`src/rtl/fetch_unit.sv`:
```
// ---------------------------------------------------------------------------
// fetch_unit
//
// Program-counter and sequencing stage in front of the instruction decoder.
// ProgCtr_o addresses a combinational instruction ROM; the decoder and ALU
// return Ack/BranchEn/BranchTaken/Target for that address in the same cycle,
// and this block picks the next PC: halt, branch, or step by one.
//
// Ports
//   Clk_i          system clock, rising edge
//   Reset_i        asynchronous active-high reset
//   Start_i        host run request (level, sampled on the rising edge)
//   Ack_i          decoder done flag for the current instruction
//   BranchEn_i     decoder branch-on-equal flag for the current instruction
//   BranchTaken_i  ALU branch condition for the current instruction
//   Target_i       absolute branch target (PC_W bits)
//   ProgCtr_o      registered ROM address
//   Running_o      registered, high while in RUN
//   Done_o         registered, high while in HALT
//   CycleCnt_o     registered count of RUN cycles in the current/last run
//   State_o        registered FSM state, for observation only
//
// Host handshake: the host raises Start_i and holds it until it sees
// Running_o; it must then drop Start_i, because Start_i is a level and a
// high Start_i in HALT restarts the program on the next edge. Start_i is
// ignored while running. Done_o stays high until the next Start_i or reset.
// ---------------------------------------------------------------------------
module fetch_unit #(
    parameter int              PC_W       = 10,
    parameter int              CNT_W      = 16,
    parameter logic [PC_W-1:0] START_ADDR = '0
) (
    input  logic             Clk_i,
    input  logic             Reset_i,
    input  logic             Start_i,
    input  logic             Ack_i,
    input  logic             BranchEn_i,
    input  logic             BranchTaken_i,
    input  logic [PC_W-1:0]  Target_i,
    output logic [PC_W-1:0]  ProgCtr_o,
    output logic             Running_o,
    output logic             Done_o,
    output logic [CNT_W-1:0] CycleCnt_o,
    output logic [1:0]       State_o
);

    localparam logic [1:0] S_IDLE = 2'd0;
    localparam logic [1:0] S_RUN  = 2'd1;
    localparam logic [1:0] S_HALT = 2'd2;

    localparam logic [CNT_W-1:0] CNT_MAX = '1;

    logic [1:0]       state_q,   state_d;
    logic [PC_W-1:0]  pc_q,      pc_d;
    logic [CNT_W-1:0] cnt_q,     cnt_d;
    logic             running_q, running_d;
    logic             done_q,    done_d;

    // Saturating increment: the counter sticks at all-ones instead of wrapping.
    logic [CNT_W-1:0] cnt_inc;
    assign cnt_inc = (cnt_q == CNT_MAX) ? cnt_q : cnt_q + 1'b1;

    always_comb begin
        state_d = state_q;
        pc_d    = pc_q;
        cnt_d   = cnt_q;
        case (state_q)
            S_IDLE, S_HALT: begin
                if (Start_i) begin
                    state_d = S_RUN;
                    pc_d    = START_ADDR;
                    cnt_d   = '0;
                end
            end
            S_RUN: begin
                // Every RUN cycle executes one instruction, including the
                // final Ack instruction, so the count always advances.
                cnt_d = cnt_inc;
                if (Ack_i) begin
                    // Ack has priority over a simultaneous taken branch; the
                    // PC stays on the Ack instruction.
                    state_d = S_HALT;
                end else if (BranchEn_i && BranchTaken_i) begin
                    pc_d = Target_i;
                end else begin
                    // Natural PC_W-bit overflow wraps the last address to 0.
                    pc_d = pc_q + 1'b1;
                end
            end
            default: begin
                // Unused encoding recovers to IDLE.
                state_d = S_IDLE;
            end
        endcase
        running_d = (state_d == S_RUN);
        done_d    = (state_d == S_HALT);
    end

    always_ff @(posedge Clk_i or posedge Reset_i) begin
        if (Reset_i) begin
            state_q   <= S_IDLE;
            pc_q      <= '0;
            cnt_q     <= '0;
            running_q <= 1'b0;
            done_q    <= 1'b0;
        end else begin
            state_q   <= state_d;
            pc_q      <= pc_d;
            cnt_q     <= cnt_d;
            running_q <= running_d;
            done_q    <= done_d;
        end
    end

    assign ProgCtr_o  = pc_q;
    assign Running_o  = running_q;
    assign Done_o     = done_q;
    assign CycleCnt_o = cnt_q;
    assign State_o    = state_q;

endmodule

```
`config.mk`:
```
export PLATFORM = sky130hd
export DESIGN_NAME = fetch_unit
export DESIGN_NICKNAME = d
export VERILOG_FILES = /design/src/rtl/fetch_unit.sv
export SDC_FILE = /design/constraint.sdc
export NUM_CORES = 1
export LEC_CHECK = 0
export ABC_AREA = 1
export CORE_ASPECT_RATIO = 1.2
export CORE_UTILIZATION = 49
export CTS_CLUSTER_SIZE = 14
export DETAILED_ROUTE_END_ITERATION = 7
export GPL_TIMING_DRIVEN = 0
export PLACE_DENSITY = 0.8
export SLEW_MARGIN = 20
export SYNTH_ARGS = -nofsm -noshare
export SYNTH_HDL_FRONTEND = slang
export SYNTH_SLANG_ARGS = --single-unit
```
`constraint.sdc`:
```
create_clock -name Clk_i -period 1.7 [get_ports Clk_i]
set_input_delay 0.51 -clock Clk_i [delete_from_list [all_inputs] [get_ports Clk_i]]
set_output_delay 0.51 -clock Clk_i [all_outputs]
set_load 0.02 [all_outputs]
```
==> results of run 1 <==
[through the flow]
| step | setup TNS, ps | setup WS (ps) |
|---|---|---|
| 3_3_place_gp | -8140 | -192 |
| 6_report | 0 | 58.3 |
| 5_1_grt | -7.75 | -7.75 |
| 3_5_place_dp | -3280 | -213 |
| 2_1_floorplan | 0 | 151 |
| 4_1_cts | 0 | 51.0 |
[cells in the mapped netlist]
master    count  area (um^2)
nor2_4        1         11.3
buf_6         2         22.5
o21ai_1       3         15.0
nor2_1       40          150
nor3_1        3         15.0
inv_2         1         3.75
or2_2         1         6.26
o21ai_2       1         8.76
nor2_2        2         12.5
o31ai_1       2         15.0
clkbuf_1      2         7.51
inv_1        28          105
nand4_1       8         50.1
nand2_2       1         6.26
dfrtp_1      30          751
buf_2         1         5.00
nand3_1      26          130
xnor2_1       1         8.76
o21bai_1      1         7.51
a31o_2        2         17.5
xor2_1        8         70.1
o21ai_0      24          120
ha_1          2         25.0
nand2_1      61          229
o32ai_1       1         8.76
[metal layers]
metal | part of all wire | vias to the layer above | GRT usage | wire [um]
met5 | 0 | - | 0 | 0
met4 | 0.025 | 0 | 0.119 | 110
met3 | 0.052 | 9 | 0.0529 | 230
met2 | 0.51 | 63 | 0.468 | 2250
met1 | 0.41 | 812 | 0.291 | 1820
li1 | - | 930 | - | -
[area by class of cell]
cell class | count | share of cell area
Buffer | 5 | 0.0151
Clock buffer | 5 | 0.0287
Clock inverter | 3 | 0.0167
Inverter | 29 | 0.0454
Multi-Input combinational cell | 188 | 0.380
Sequential cell | 30 | 0.313
Tap cell | 37 | 0.0193
Timing Repair Buffer | 48 | 0.182
[logic make-up after synthesis]
logic type,Yosys count
DFF,30
adders and majority gates,2
xor gates and xnor gates,9
and+or+nand+nor,143
buffers and inverters,34
AOI/OAI and AO/OA,34
[power by group]
part / switching (W) / internal [W]
clock network: 0.000277 / 0.000431
logic: 0.000465 / 0.000301
registers: 0.000111 / 0.000817
[worst max-delay path by stage]
stage / slack (ps) / endpoint / cells after the start
after global routing: -8 / CycleCnt_o[9]$_DFFE_PP0P_ / 8
after global placement: -190 / ProgCtr_o[0]$_DFFE_PP0P_ / 5
after CTS: 50 / CycleCnt_o[5] / 1
final: 60 / ProgCtr_o[2] / 1
after floorplan: 150 / CycleCnt_o[11]$_DFFE_PP0P_ / 7
after detailed placement: -210 / ProgCtr_o[0]$_DFFE_PP0P_ / 5
[flip-flops by register name (all words and copies together) (netlist names)]
register,cells
State_o,2
Done_o,1
ProgCtr_o,10
Running_o,1
CycleCnt_o,16
[repair_timing]
action,in CTS,in global routing
setup buffers,0,3
pin swaps,0,1
setup endpoints to repair,30,13
resized for setup,30,4
==> results_dict.tcl, run 1 <==
set metrics [dict create \
    fin_nets 325 \
    run_status "finished with violations" \
    syn2layout_area_growth_pct 33.0 \
    fmax_mhz 609 \
    rows 23 \
    n_antenna_cell 0 \
    maxCapViolCount 0 \
    power_w 0.00240 \
    path_cells "dlygate4sd2_1" \
    synth.net_count 270 \
    cp_top_family "flip-flops" \
    wl_um 4410 \
    ys_types 25 \
    antenna_found_initial 0 \
    cts_num_sinks 30 \
    post_drt_wl_per_cell_um 12.8 \
    yosys.area_share.simple 0.339 \
    yosys_warnings 0 \
    numPortBuffers 45 \
    min_period_ps 1640 \
    vias 1814 \
    gp_congestion 0.855 \
    h-tree-depth 2 \
    crit_buf_inv 1 \
    cellLeakagePower_nw 1.20 \
    worstPathArrival_ps 1130 \
    fin_crit_sh 0.966 \
    initial_core_util 0.526 \
    core_area_um2 3420 \
    hold_buffers 0 \
    r2r_start "CycleCnt_o[1]$_DFFE_PP0P_" \
    multi_input_comb_area_um2 910 \
    layout_commonest_cell "nand2_1" \
    cts_tree "done" \
    stdcell_area_um2 2400 \
    ys_ff_latch 30 \
    placed_area_um2 2300 \
    holdWs_ps 544 \
    syn_area_um2 1800 \
    drt-initial-drc-count 62 \
    worstHoldStart "CycleCnt_o[1]$_DFFE_PP0P_" \
    final-setup-viol-count 0 \
    worstPathMaxFanout 7 \
    seq_area_um2 751 \
    drt_first_pass_iters 6 \
    viasPerCell 5.26 \
    critical-path-max-stage-delay_ps 480 \
    slew_headroom 0.583 \
    endpoint_kind "primary output" \
    fin_worst_skew_ps 9.54 \
    synthCells 252 \
    finalNonFillerCells 345 \
    clk_latency_ps 290 \
    syn_area_per_cell_um2 7.15 \
    dieHeight_um 68.4 \
    layout_common_cells "nand2_1 (61), nor2_1 (40), dfrtp_1 (30), dlygate4sd2_1 (30), inv_1 (27)" \
    final_hold_viol_count 0 \
    grt_pass1_vias 1707 \
    clk_pin_slew_worst_paths_ps 70 \
    cts_buffers 5 \
    vdd_ir_drop_max_mv 0.510 \
    slew_viol_final 0 \
    powerDensity_nw_per_um2 1000 \
    track_usage 0.258 \
    start_kind "flip-flop" \
    globalRoute.totalOverflow 0 \
    dieArea_um2 3920 \
    fp.dieW_um 57.4 \
    fin_util 0.700 \
    synth-adder-area-share 0.0139 \
    hold_end "CycleCnt_o[1]$_DFFE_PP0P_" \
    dp_hpwl_um 3200 \
    ys_seq_area_frac 0.417 \
    critPathSlowestCell "dfrtp_1" \
    layout-drive-gt1-share 0.0844 \
    r2r_end "CycleCnt_o[3]$_DFFE_PP0P_" \
    critPathKind "reg2out" \
    muxShareOfSynthArea 0 \
    fillCellCount 321 \
    drc_errors 4 \
    dp_cells 334 \
    synth_top_family_by_area "simple AND/OR/NAND/NOR gates" \
    clk_path_buf_depth 2 \
    regToRegSetupSlack_ps 130 \
    hold_path.class "reg2reg" \
    ios 46 \
    cts-root-buf "clkbuf_8" \
    failed_checks "DRC" \
    critPathLaunch "ProgCtr_o[2]$_DFFE_PP0P_" \
    synth_xor_xnor_area_share 0.0438 \
    grt_max_degree 31 \
    r2r_cells 9 \
    grt_pass1_wl_um 7580 \
    tightest_slew_ps 625 \
    synth_compound_area_frac 0.107 \
    crit_required_ps 1190 \
    antenna_left 0 \
    hold_depth 2 \
]
(Power assumes the default switching activity.)
==> run 2: changes to the inputs <==
Settings changed: CORE_UTILIZATION 49 to 51, PLACE_DENSITY 0.8 to 0.83, SLEW_MARGIN 20 to default.
Clock period 1.7 ns to 2.1 ns, I/O delays scaled along.
==> results_dict.tcl, run 2 (synthesized netlist as in run 1, its figures left out) <==
set metrics [dict create \
    clk_path_buf_depth 2 \
    track_usage 0.270 \
    run_status "finished clean" \
    globalRoute.totalOverflow 0 \
    maxCapViolCount 0 \
    drt_first_pass_iters 4 \
    endpoint_kind "primary output" \
    hold_buffers 0 \
    core_area_um2 3370 \
    critPathKind "reg2out" \
    antenna_found_initial 0 \
    hold_path.class "reg2reg" \
    dp_hpwl_um 3290 \
    finalNonFillerCells 342 \
    crit_buf_inv 1 \
    clk_pin_slew_worst_paths_ps 60 \
    stdcell_area_um2 2410 \
    wl_um 4580 \
    min_period_ps 2010 \
    cts_tree "done" \
    r2r_end "CycleCnt_o[6]$_DFFE_PP0P_" \
    r2r_start "CycleCnt_o[1]$_DFFE_PP0P_" \
    dieHeight_um 67.1 \
    r2r_cells 8 \
    post_cts_buffers 0 \
    drc_errors 0 \
    fmax_mhz 497 \
    placed_area_um2 2300 \
    final-setup-viol-count 0 \
    critPathSlowestCell "clkdlybuf4s50_1" \
    viasPerCell 5.41 \
    cellLeakagePower_nw 1.08 \
    cts_num_sinks 30 \
    fin_nets 322 \
    cts_buffers 5 \
    syn2layout_area_growth_pct 33.8 \
    initial_core_util 0.535 \
    crit_required_ps 1470 \
    slew_headroom 0.248 \
    grt_pass1_wl_um 7720 \
    pwr-share-clk 0.283 \
    grt_pass1_vias 1777 \
    worstPathMaxFanout 7 \
    layout-drive-gt1-share 0.0656 \
    vias 1851 \
    slew_viol_final 0 \
    hold_depth 2 \
    worstPathArrival_ps 1380 \
    start_kind "flip-flop" \
    layout_common_cells "nand2_1 (61), clkdlybuf4s50_1 (44), nor2_1 (40)" \
    powerDensity_nw_per_um2 813 \
    antenna_left 0 \
    fp.dieW_um 56.3 \
    ios 46 \
    grt_max_degree 31 \
    p_sw_w 0.000694 \
    hold_end "CycleCnt_o[1]$_DFFE_PP0P_" \
    n_antenna_cell 0 \
    vdd_ir_drop_max_mv 0.724 \
    critical-path-max-stage-delay_ps 640 \
    numPortBuffers 45 \
    cts-root-buf "clkbuf_8" \
    tightest_slew_ps 1130 \
    drt-initial-drc-count 58 \
    regToRegSetupSlack_ps 520 \
    largest_reg_flops 16 \
    switching_share 0.354 \
    dieArea_um2 3780 \
    fin_crit_sh 0.959 \
    h-tree-depth 2 \
    power.internal_w 0.00127 \
    grt_setup_unrepaired "no" \
    worstHoldStart "CycleCnt_o[1]$_DFFE_PP0P_" \
    final_hold_viol_count 0 \
    post_drt_wl_per_cell_um 13.4 \
    gp_congestion 0.858 \
    cp_top_family "buffers and inverters" \
    path_cells "clkdlybuf4s50_1" \
    seq_power_share 0.388 \
    clk_latency_ps 290 \
    combPwrFrac 0.329 \
    setup_tns_ps 0 \
    fin_worst_skew_ps 5.84 \
    rows 23 \
    layout_commonest_cell "nand2_1" \
    dp_cells 334 \
]
-- run 2: cell count changes in the layout (fill, tap and decap cells not counted), moves of 2 or more --
cell / change
dlygate4sd2_1: -30
clkdlybuf4s50_1: +29
buf_4: -3
clkbuf_8: +3
clkinv_2: -2
-- run 2: area by class of cell --
class / count / area [um^2]
multi-input cells: 188 / 907
plain buffers: 5 / 35.0
inverters: 29 / 109
clock buffers: 8 / 110
flip-flops and latches: 30 / 751
fillers: 290 / 956
repair buffers: 45 / 453
well taps: 37 / 46.3
-- run 2: tightest hold or removal path, stage by stage (launching register included) --
cell	delay (ps)
dfrtp_1	410
nand2_1	60
o21ai_0	60
-- run 2: timing repair --
action | in CTS | in global routing
resized for setup | 0 | 1
endpoints found under the hold margin | 0 | 0
setup endpoints to repair | 0 | 1
-- run 2: power groups by stage --
stage	clock (W)	sequential (W)	combinational, W
final	0.000555	0.000761	0.000644
after global routing	0.000582	0.000778	0.000707
after CTS	0.000562	0.000758	0.000648
after detailed placement	0	0.000765	0.000644
after global placement	0	0.000767	0.000629
after floorplan	0	0.000855	0.000267
-- run 2: how the worst max path moves through the flow --
| stage | startpoint | endpoint | slack (ps) | cells past startpoint |
|---|---|---|---|---|
| final | CycleCnt_o[2]$_DFFE_PP0P_ | CycleCnt_o[2] | 90 | 1 |
| after global routing | CycleCnt_o[2]$_DFFE_PP0P_ | CycleCnt_o[2] | 30 | 1 |
| after CTS | ProgCtr_o[2]$_DFFE_PP0P_ | ProgCtr_o[2] | 40 | 1 |
| after detailed placement | Reset_i | CycleCnt_o[13]$_DFFE_PP0P_ | 60 | 2 |
| after global placement | Reset_i | ProgCtr_o[8]$_DFFE_PP0P_ | 90 | 2 |
| after floorplan | CycleCnt_o[1]$_DFFE_PP0P_ | CycleCnt_o[11]$_DFFE_PP0P_ | 550 | 7 |
-- run 2: per-layer routing --
layer,vias up,part of all wire,GRT usage
met4,0,0.029,0.149
met5,-,0,0
met2,57,0.51,0.496
met3,12,0.044,0.0447
met1,861,0.42,0.297
li1,921,-,-
-- run 2: through the flow --
stage,power [W],setup slack [ps],utilization,hold WS [ps]
3_3_place_gp,0.00140,86.2,0.683,543
2_1_floorplan,0.00112,551,-,636
3_5_place_dp,0.00141,58.6,0.683,550
6_report,0.00196,86.9,0.716,568
5_1_grt,0.00207,29.1,0.716,603
4_1_cts,0.00197,44.6,0.715,565
